--- src/rtl/axi4lite_gpreg_bridge_if.sv ---
// AXI4-Lite slave-side channel bundle for the GPIO register bridge.
// Only the address bits [9:2] are used downstream, so ADDR_W must be at least 10.
interface axi4lite_gpreg_bridge_if #(
  parameter int ADDR_W = 10
);
  logic [ADDR_W-1:0] S_AWADDR;
  logic              S_AWVALID;
  logic              S_AWREADY;
  logic [31:0]       S_WDATA;
  logic [3:0]        S_WSTRB;
  logic              S_WVALID;
  logic              S_WREADY;
  logic [1:0]        S_BRESP;
  logic              S_BVALID;
  logic              S_BREADY;
  logic [ADDR_W-1:0] S_ARADDR;
  logic              S_ARVALID;
  logic              S_ARREADY;
  logic [31:0]       S_RDATA;
  logic [1:0]        S_RRESP;
  logic              S_RVALID;
  logic              S_RREADY;

  modport slave (
    input  S_AWADDR, S_AWVALID, S_WDATA, S_WSTRB, S_WVALID, S_BREADY,
    input  S_ARADDR, S_ARVALID, S_RREADY,
    output S_AWREADY, S_WREADY, S_BRESP, S_BVALID,
    output S_ARREADY, S_RDATA, S_RRESP, S_RVALID
  );

  modport master (
    output S_AWADDR, S_AWVALID, S_WDATA, S_WSTRB, S_WVALID, S_BREADY,
    output S_ARADDR, S_ARVALID, S_RREADY,
    input  S_AWREADY, S_WREADY, S_BRESP, S_BVALID,
    input  S_ARREADY, S_RDATA, S_RRESP, S_RVALID
  );
endinterface

--- src/rtl/axi4lite_gpreg_bridge.sv ---
// AXI4-Lite slave to single-cycle GPIO register bus, one transaction in flight.
// Write: AW&W accepted -> strobe next cycle -> BVALID 3 cycles later; read: AR -> RVALID 3 cycles later.
module axi4lite_gpreg_bridge #(
  parameter int ADDR_W = 10
) (
  input  logic                     iCLK,
  input  logic                     iRSTN,
  axi4lite_gpreg_bridge_if.slave   s,
  output logic [7:0]               oWADR,
  output logic                     oWR,
  output logic [31:0]              oWDAT,
  output logic [7:0]               oRADR,
  input  logic [31:0]              iRDAT,
  input  logic                     iERR
);

  typedef enum logic [2:0] {
    IDLE, WR_STB, WR_CHK, WR_RSP, RD_STB, RD_CAP, RD_RSP
  } state_e;

  state_e      state_q, state_d;
  logic        live_q;
  logic        aw_held_q, w_held_q;
  logic [3:0]  wstrb_q;
  logic        strb_err_q;
  logic [1:0]  bresp_q;
  logic [31:0] rdata_q;
  logic        rr_pri_q;
  logic [7:0]  wadr_q, radr_q;
  logic [31:0] wdat_q;

  logic aw_rdy, w_rdy, ar_rdy;
  logic aw_hs, w_hs, ar_hs;

  logic [ADDR_W-1:0] unused_addr;
  assign unused_addr = s.S_AWADDR ^ s.S_ARADDR;

  always_comb begin
    state_d = state_q;
    aw_rdy  = 1'b0;
    w_rdy   = 1'b0;
    ar_rdy  = 1'b0;
    // live_q keeps every READY low while reset is applied and for the first cycle after
    if (state_q == IDLE && live_q) begin
      aw_rdy = !aw_held_q;
      w_rdy  = !w_held_q;
      ar_rdy = !aw_held_q && !w_held_q && !((s.S_AWVALID || s.S_WVALID) && !rr_pri_q);
    end
    aw_hs = aw_rdy && s.S_AWVALID;
    w_hs  = w_rdy  && s.S_WVALID;
    ar_hs = ar_rdy && s.S_ARVALID;

    case (state_q)
      IDLE: begin
        if (ar_hs)
          state_d = RD_STB;
        else if ((aw_held_q || aw_hs) && (w_held_q || w_hs))
          state_d = WR_STB;
      end
      WR_STB:  state_d = WR_CHK;
      WR_CHK:  state_d = WR_RSP;
      WR_RSP:  if (s.S_BREADY) state_d = IDLE;
      RD_STB:  state_d = RD_CAP;
      RD_CAP:  state_d = RD_RSP;
      RD_RSP:  if (s.S_RREADY) state_d = IDLE;
      default: state_d = IDLE;
    endcase
  end

  always_ff @(posedge iCLK or negedge iRSTN) begin
    if (!iRSTN) begin
      state_q    <= IDLE;
      live_q     <= 1'b0;
      aw_held_q  <= 1'b0;
      w_held_q   <= 1'b0;
      wstrb_q    <= 4'h0;
      strb_err_q <= 1'b0;
      bresp_q    <= 2'b00;
      rdata_q    <= 32'h0;
      rr_pri_q   <= 1'b0;
      wadr_q     <= 8'h0;
      radr_q     <= 8'h0;
      wdat_q     <= 32'h0;
    end else begin
      state_q <= state_d;
      live_q  <= 1'b1;
      if (aw_hs) begin
        aw_held_q <= 1'b1;
        wadr_q    <= s.S_AWADDR[9:2];
      end
      if (w_hs) begin
        w_held_q <= 1'b1;
        wdat_q   <= s.S_WDATA;
        wstrb_q  <= s.S_WSTRB;
      end
      if (ar_hs)
        radr_q <= s.S_ARADDR[9:2];
      if (state_q == WR_STB)
        strb_err_q <= (wstrb_q != 4'hF);
      if (state_q == WR_CHK)
        bresp_q <= {iERR || strb_err_q, 1'b0};
      if (state_q == WR_RSP && s.S_BREADY) begin
        aw_held_q <= 1'b0;
        w_held_q  <= 1'b0;
        rr_pri_q  <= 1'b1;
      end
      if (state_q == RD_CAP)
        rdata_q <= iRDAT;
      if (state_q == RD_RSP && s.S_RREADY)
        rr_pri_q <= 1'b0;
    end
  end

  // The core has no byte enables, so partial writes never strobe
  assign oWR   = (state_q == WR_STB) && (wstrb_q == 4'hF);
  assign oWADR = wadr_q;
  assign oWDAT = wdat_q;
  assign oRADR = radr_q;

  assign s.S_AWREADY = aw_rdy;
  assign s.S_WREADY  = w_rdy;
  assign s.S_ARREADY = ar_rdy;
  assign s.S_BVALID  = (state_q == WR_RSP);
  assign s.S_BRESP   = bresp_q;
  assign s.S_RVALID  = (state_q == RD_RSP);
  assign s.S_RDATA   = rdata_q;
  assign s.S_RRESP   = 2'b00;

endmodule
--- src/flat_wrapper.sv ---
// flat-port wrapper written by rule: the top's interface ports become plain ports
module axi4lite_gpreg_bridge_flat 
#(
  parameter int ADDR_W = 10
)
  (iCLK, iRSTN, oWADR, oWR, oWDAT, oRADR, iRDAT, iERR, s_S_AWADDR, s_S_AWVALID, s_S_WDATA, s_S_WSTRB, s_S_WVALID, s_S_BREADY, s_S_ARADDR, s_S_ARVALID, s_S_RREADY, s_S_AWREADY, s_S_WREADY, s_S_BRESP, s_S_BVALID, s_S_ARREADY, s_S_RDATA, s_S_RRESP, s_S_RVALID);
  axi4lite_gpreg_bridge_if #(.ADDR_W(ADDR_W)) s_i ();
  input  logic iCLK;
  input  logic iRSTN;
  output logic [7:0] oWADR;
  output logic oWR;
  output logic [31:0] oWDAT;
  output logic [7:0] oRADR;
  input  logic [31:0] iRDAT;
  input  logic iERR;
  input wire logic [$bits(s_i.S_AWADDR)-1:0] s_S_AWADDR;
  input wire logic [$bits(s_i.S_AWVALID)-1:0] s_S_AWVALID;
  input wire logic [$bits(s_i.S_WDATA)-1:0] s_S_WDATA;
  input wire logic [$bits(s_i.S_WSTRB)-1:0] s_S_WSTRB;
  input wire logic [$bits(s_i.S_WVALID)-1:0] s_S_WVALID;
  input wire logic [$bits(s_i.S_BREADY)-1:0] s_S_BREADY;
  input wire logic [$bits(s_i.S_ARADDR)-1:0] s_S_ARADDR;
  input wire logic [$bits(s_i.S_ARVALID)-1:0] s_S_ARVALID;
  input wire logic [$bits(s_i.S_RREADY)-1:0] s_S_RREADY;
  output wire logic [$bits(s_i.S_AWREADY)-1:0] s_S_AWREADY;
  output wire logic [$bits(s_i.S_WREADY)-1:0] s_S_WREADY;
  output wire logic [$bits(s_i.S_BRESP)-1:0] s_S_BRESP;
  output wire logic [$bits(s_i.S_BVALID)-1:0] s_S_BVALID;
  output wire logic [$bits(s_i.S_ARREADY)-1:0] s_S_ARREADY;
  output wire logic [$bits(s_i.S_RDATA)-1:0] s_S_RDATA;
  output wire logic [$bits(s_i.S_RRESP)-1:0] s_S_RRESP;
  output wire logic [$bits(s_i.S_RVALID)-1:0] s_S_RVALID;
  assign s_i.S_AWADDR = s_S_AWADDR;
  assign s_i.S_AWVALID = s_S_AWVALID;
  assign s_i.S_WDATA = s_S_WDATA;
  assign s_i.S_WSTRB = s_S_WSTRB;
  assign s_i.S_WVALID = s_S_WVALID;
  assign s_i.S_BREADY = s_S_BREADY;
  assign s_i.S_ARADDR = s_S_ARADDR;
  assign s_i.S_ARVALID = s_S_ARVALID;
  assign s_i.S_RREADY = s_S_RREADY;
  assign s_S_AWREADY = s_i.S_AWREADY;
  assign s_S_WREADY = s_i.S_WREADY;
  assign s_S_BRESP = s_i.S_BRESP;
  assign s_S_BVALID = s_i.S_BVALID;
  assign s_S_ARREADY = s_i.S_ARREADY;
  assign s_S_RDATA = s_i.S_RDATA;
  assign s_S_RRESP = s_i.S_RRESP;
  assign s_S_RVALID = s_i.S_RVALID;
  axi4lite_gpreg_bridge #(.ADDR_W(ADDR_W)) u_core (.iCLK(iCLK), .iRSTN(iRSTN), .s(s_i), .oWADR(oWADR), .oWR(oWR), .oWDAT(oWDAT), .oRADR(oRADR), .iRDAT(iRDAT), .iERR(iERR));
endmodule
--- config.mk ---
export PLATFORM = sky130hd
export DESIGN_NAME = axi4lite_gpreg_bridge_flat
export DESIGN_NICKNAME = d
export VERILOG_FILES = /design/src/rtl/axi4lite_gpreg_bridge_if.sv /design/src/rtl/axi4lite_gpreg_bridge.sv /design/src/flat_wrapper.sv
export SDC_FILE = /design/constraint.sdc
export NUM_CORES = 1
export LEC_CHECK = 0
export ABC_AREA = 0
export CAP_MARGIN = 20
export CELL_PAD_IN_SITES_DETAIL_PLACEMENT = 1
export CELL_PAD_IN_SITES_GLOBAL_PLACEMENT = 1
export CORE_MARGIN = 2
export CORE_UTILIZATION = 28
export CTS_CLUSTER_DIAMETER = 60
export DETAILED_ROUTE_END_ITERATION = 10
export GPL_ROUTABILITY_DRIVEN = 0
export PLACE_DENSITY = 0.8
export SYNTH_ARGS = -nofsm -noshare
export SYNTH_HDL_FRONTEND = slang
export SYNTH_SLANG_ARGS = --single-unit
--- constraint.sdc ---
create_clock -name iCLK -period 2.1 [get_ports iCLK]
set_input_delay 0.21 -clock iCLK [delete_from_list [all_inputs] [get_ports iCLK]]
set_output_delay 0.21 -clock iCLK [all_outputs]
set_load 0.01 [all_outputs]
==> impl_metrics.toml <==
[detailed_routing]
ant_nets = 0
route.detailed.drc = 0
wl_um = 10100
drtIter0Drc = 87
wire_per_inst_um = 17.0
drt_pass1_iterations = 4
vias = 2662
via_per_inst = 4.46

[clock_network]
clockBufferDepth = 2
cts_tree = "yes"
cts_root_buf = "clkbuf_16"
h-tree-depth = 3
numCtsBuffers = 9
clk_latency_ns = 0.34
clkSinkCount = 93
postCtsSetupRepairBufs = 0
path_clk_slew_ns = 0.06

[global_routing]
busiest_layer = "met2"
grt_pass1_wl_um = 16300
grt_max_degree = 46
grt_use_total_pct = 15.0
antenna_found_initial = 0
use_met3_pct = 4.41
grtUsageMet1_pct = 16.1
use_met2_pct = 27.1
grt_overflow = 0
grt_pass1_vias = 2993

[setup_path]
crit_slowest_cell = "or4b_4"
slowest_delay_ns = 0.59
endpoint_kind = "output port"
arrival_ns = 1.81
crit_chain = "or4b_4, nor4_2, dlygate4sd2_1"
critPathMaxFanout = 4
required_ns = 1.89
worstPathBufferInverterCount = 1
startpoint_type = "flop"
crit_type = "flop to output port"
critPathTopFamily = "simple AND/OR/NAND/NOR gates"

[place]
place_area_mm2 = 0.00564
pre_cts_slack_ns = 0.0741
dp.cells = 582
dp_hpwl_um = 7540
io_buffers = 178

[power_and_ir_drop]
pwr_density_cell_mw_per_mm2 = 1430
p_leak_nw = 2.50
vdd_drop_max_uv = 654

[logic_synthesis]
ys_ff_latch = 93
async_reset_ff_share_pct = 100
netlist_area_mm2 = 0.00362
synthTopCellsByArea = "dfrtp_1, mux2_2, a21oi_1"
ys_seq_area_share_pct = 64.3
synth_top_cell_by_area = "dfrtp_1"
avgSynthCellArea_um2 = 15.4
synthAdderAreaFrac_pct = 0
synth_top_family_by_area = "multiplexers"
synthSimpleGateAreaFrac_pct = 5.08
yosysWarnings = 0
synth_compound_gate_area_share_pct = 2.39
syn_inst = 235
synth_top_flop_cell = "dfrtp_1"
synthXorXnorAreaFrac_pct = 0
synth.area.mux_share_pct = 26.1
synth_top_area_share_pct = 64.3
synth_edf_count = 0
synth.distinct_cells = 30

[timing]
finClkSkew_ns = 0.00433
holdWs_ns = 0.351
setup_viol = 0
max_freq_mhz = 494
setup_ws_ns = 0.0771
fin_crit_ns = 2.02
hold_viol_final = 0
rsz0062_at_grt = "false"
finalSetupTns_ns = 0
maxSlewViolCount = 0
timing.final.crit_share_pct = 96.3

[finish]
area_growth_pct = 64.7
fin_area_mm2 = 0.00596
fin_cells = 597
finalNetCount = 518
diodes = 0
drive_above_1_share_pct = 25.9

[job]
maxCapViolCount = 0

[floorplanning]
core_area_mm2 = 0.0126
rows = 41
start_util_pct = 28.7
fp.dieH_um = 118
die_area_mm2 = 0.0139
ios = 186
dieWidth_um = 118

[min_path]
hold_class = "primary input to asynchronous set/reset pin"

[status]
status = "complete, no violations"
## what timing repair did
| item | 4_1_cts | 5_1_grt |
|---|---|---|
| hold buffers | 1 | 0 |
| hold endpoints to repair | 26 | 0 |
| setup endpoints to repair | 4 | 13 |
| pin swaps | 0 | 0 |
| resized for setup | 5 | 2 |
## logic make-up after synthesis
family / Yosys count
buf+inv: 14
other cells: 2
mux: 84
flops: 93
simple gates: 28
compound gates: 14
## report_power, final
part	internal [mW]	switching [mW]
clock network	1.03	0.639
logic	2.32	1.38
registers	2.67	0.466
total	6.02	2.49
## synthesized netlist by cell type (2+ instances only)
cell,n
a21oi_1,6
and3_1,2
buf_1,3
buf_2,4
buf_4,3
clkbuf_1,3
conb_1,2
dfrtp_1,93
mux2_2,84
nand2_1,2
nand2b_1,2
nand3b_1,2
nor2_1,8
nor2b_1,2
nor4_1,2
o21ai_0,3
## placed cells by master, fill, tap and decap left out, types with 2 or more instances in the layout
cell,count
o21ai_0,3
clkdlybuf4s50_1,173
dlygate4sd2_1,4
clkbuf_16,9
clkbuf_1,3
bufinv_16,2
nand2_1,2
conb_1,4
dfrtp_1,93
buf_12,2
a21oi_1,6
nand2b_1,2
nor2_1,8
mux2_2,84
nand3b_1,2
and3_1,2
buf_4,7
## routing by layer
| layer | share of wire (%) | vias to the layer above |
|---|---|---|
| met5 | 0 | - |
| met4 | 2.2 | 0 |
| met3 | 6.1 | 13 |
| met2 | 54 | 102 |
| met1 | 37 | 1356 |
| li1 | - | 1191 |
## cell type report
class	count	area, µm²
Timing Repair Buffer	187	1870
Clock buffer	12	236
Fill cell	1330	6660
Clock inverter	2	60.1
Sequential cell	93	2330
Inverter	1	3.75
Tap cell	172	215
Multi-Input combinational cell	130	1250
## worst register-to-register path, stage by stage (launching register included)
cell and delay [ns]:
dfrtp_1 0.38, or4b_4 0.59, nor4_4 0.28, buf_4 0.24
mux2_2 0.36
## worst paths after layout
kind | from | end | slack, ns | cells past startpoint
worst min-delay path | iRSTN | u_core.oWDAT[29] | 0.35 | 2
max in group asynchronous | iRSTN | u_core.s.S_RDATA[3] | 1.12 | 3
min in group iCLK | iERR | u_core.s.S_BRESP[1] | 0.47 | 3
worst min register to register | u_core.oRADR[7] | u_core.oRADR[7] | 0.51 | 1
worst max register to register | u_core.state_q[2] | u_core.oRADR[4] | 0.14 | 4
worst max-delay path | u_core.state_q[2] | s_S_ARREADY | 0.08 | 3
## state kept, by name (all words and copies together), names as in the netlist, 3 cells and up
| signal | cells |
|---|---|
| u_core.oWDAT | 32 |
| u_core.s.S_RDATA | 32 |
| u_core.oRADR | 8 |
| u_core.oWADR | 8 |
| u_core.wstrb_q | 4 |
| u_core.state_q | 3 |
## metrics by stage
| stage | power, mW | util (%) |
|---|---|---|
| floorplan | 4.65 | - |
| global placement | 6.72 | 44.7 |
| detailed placement | 6.90 | 44.7 |
| CTS | 8.62 | 47.1 |
| global route | 9.00 | 47.2 |
| finish | 8.51 | 47.2 |
No activity file was read; power rests on OpenSTA's default activity.
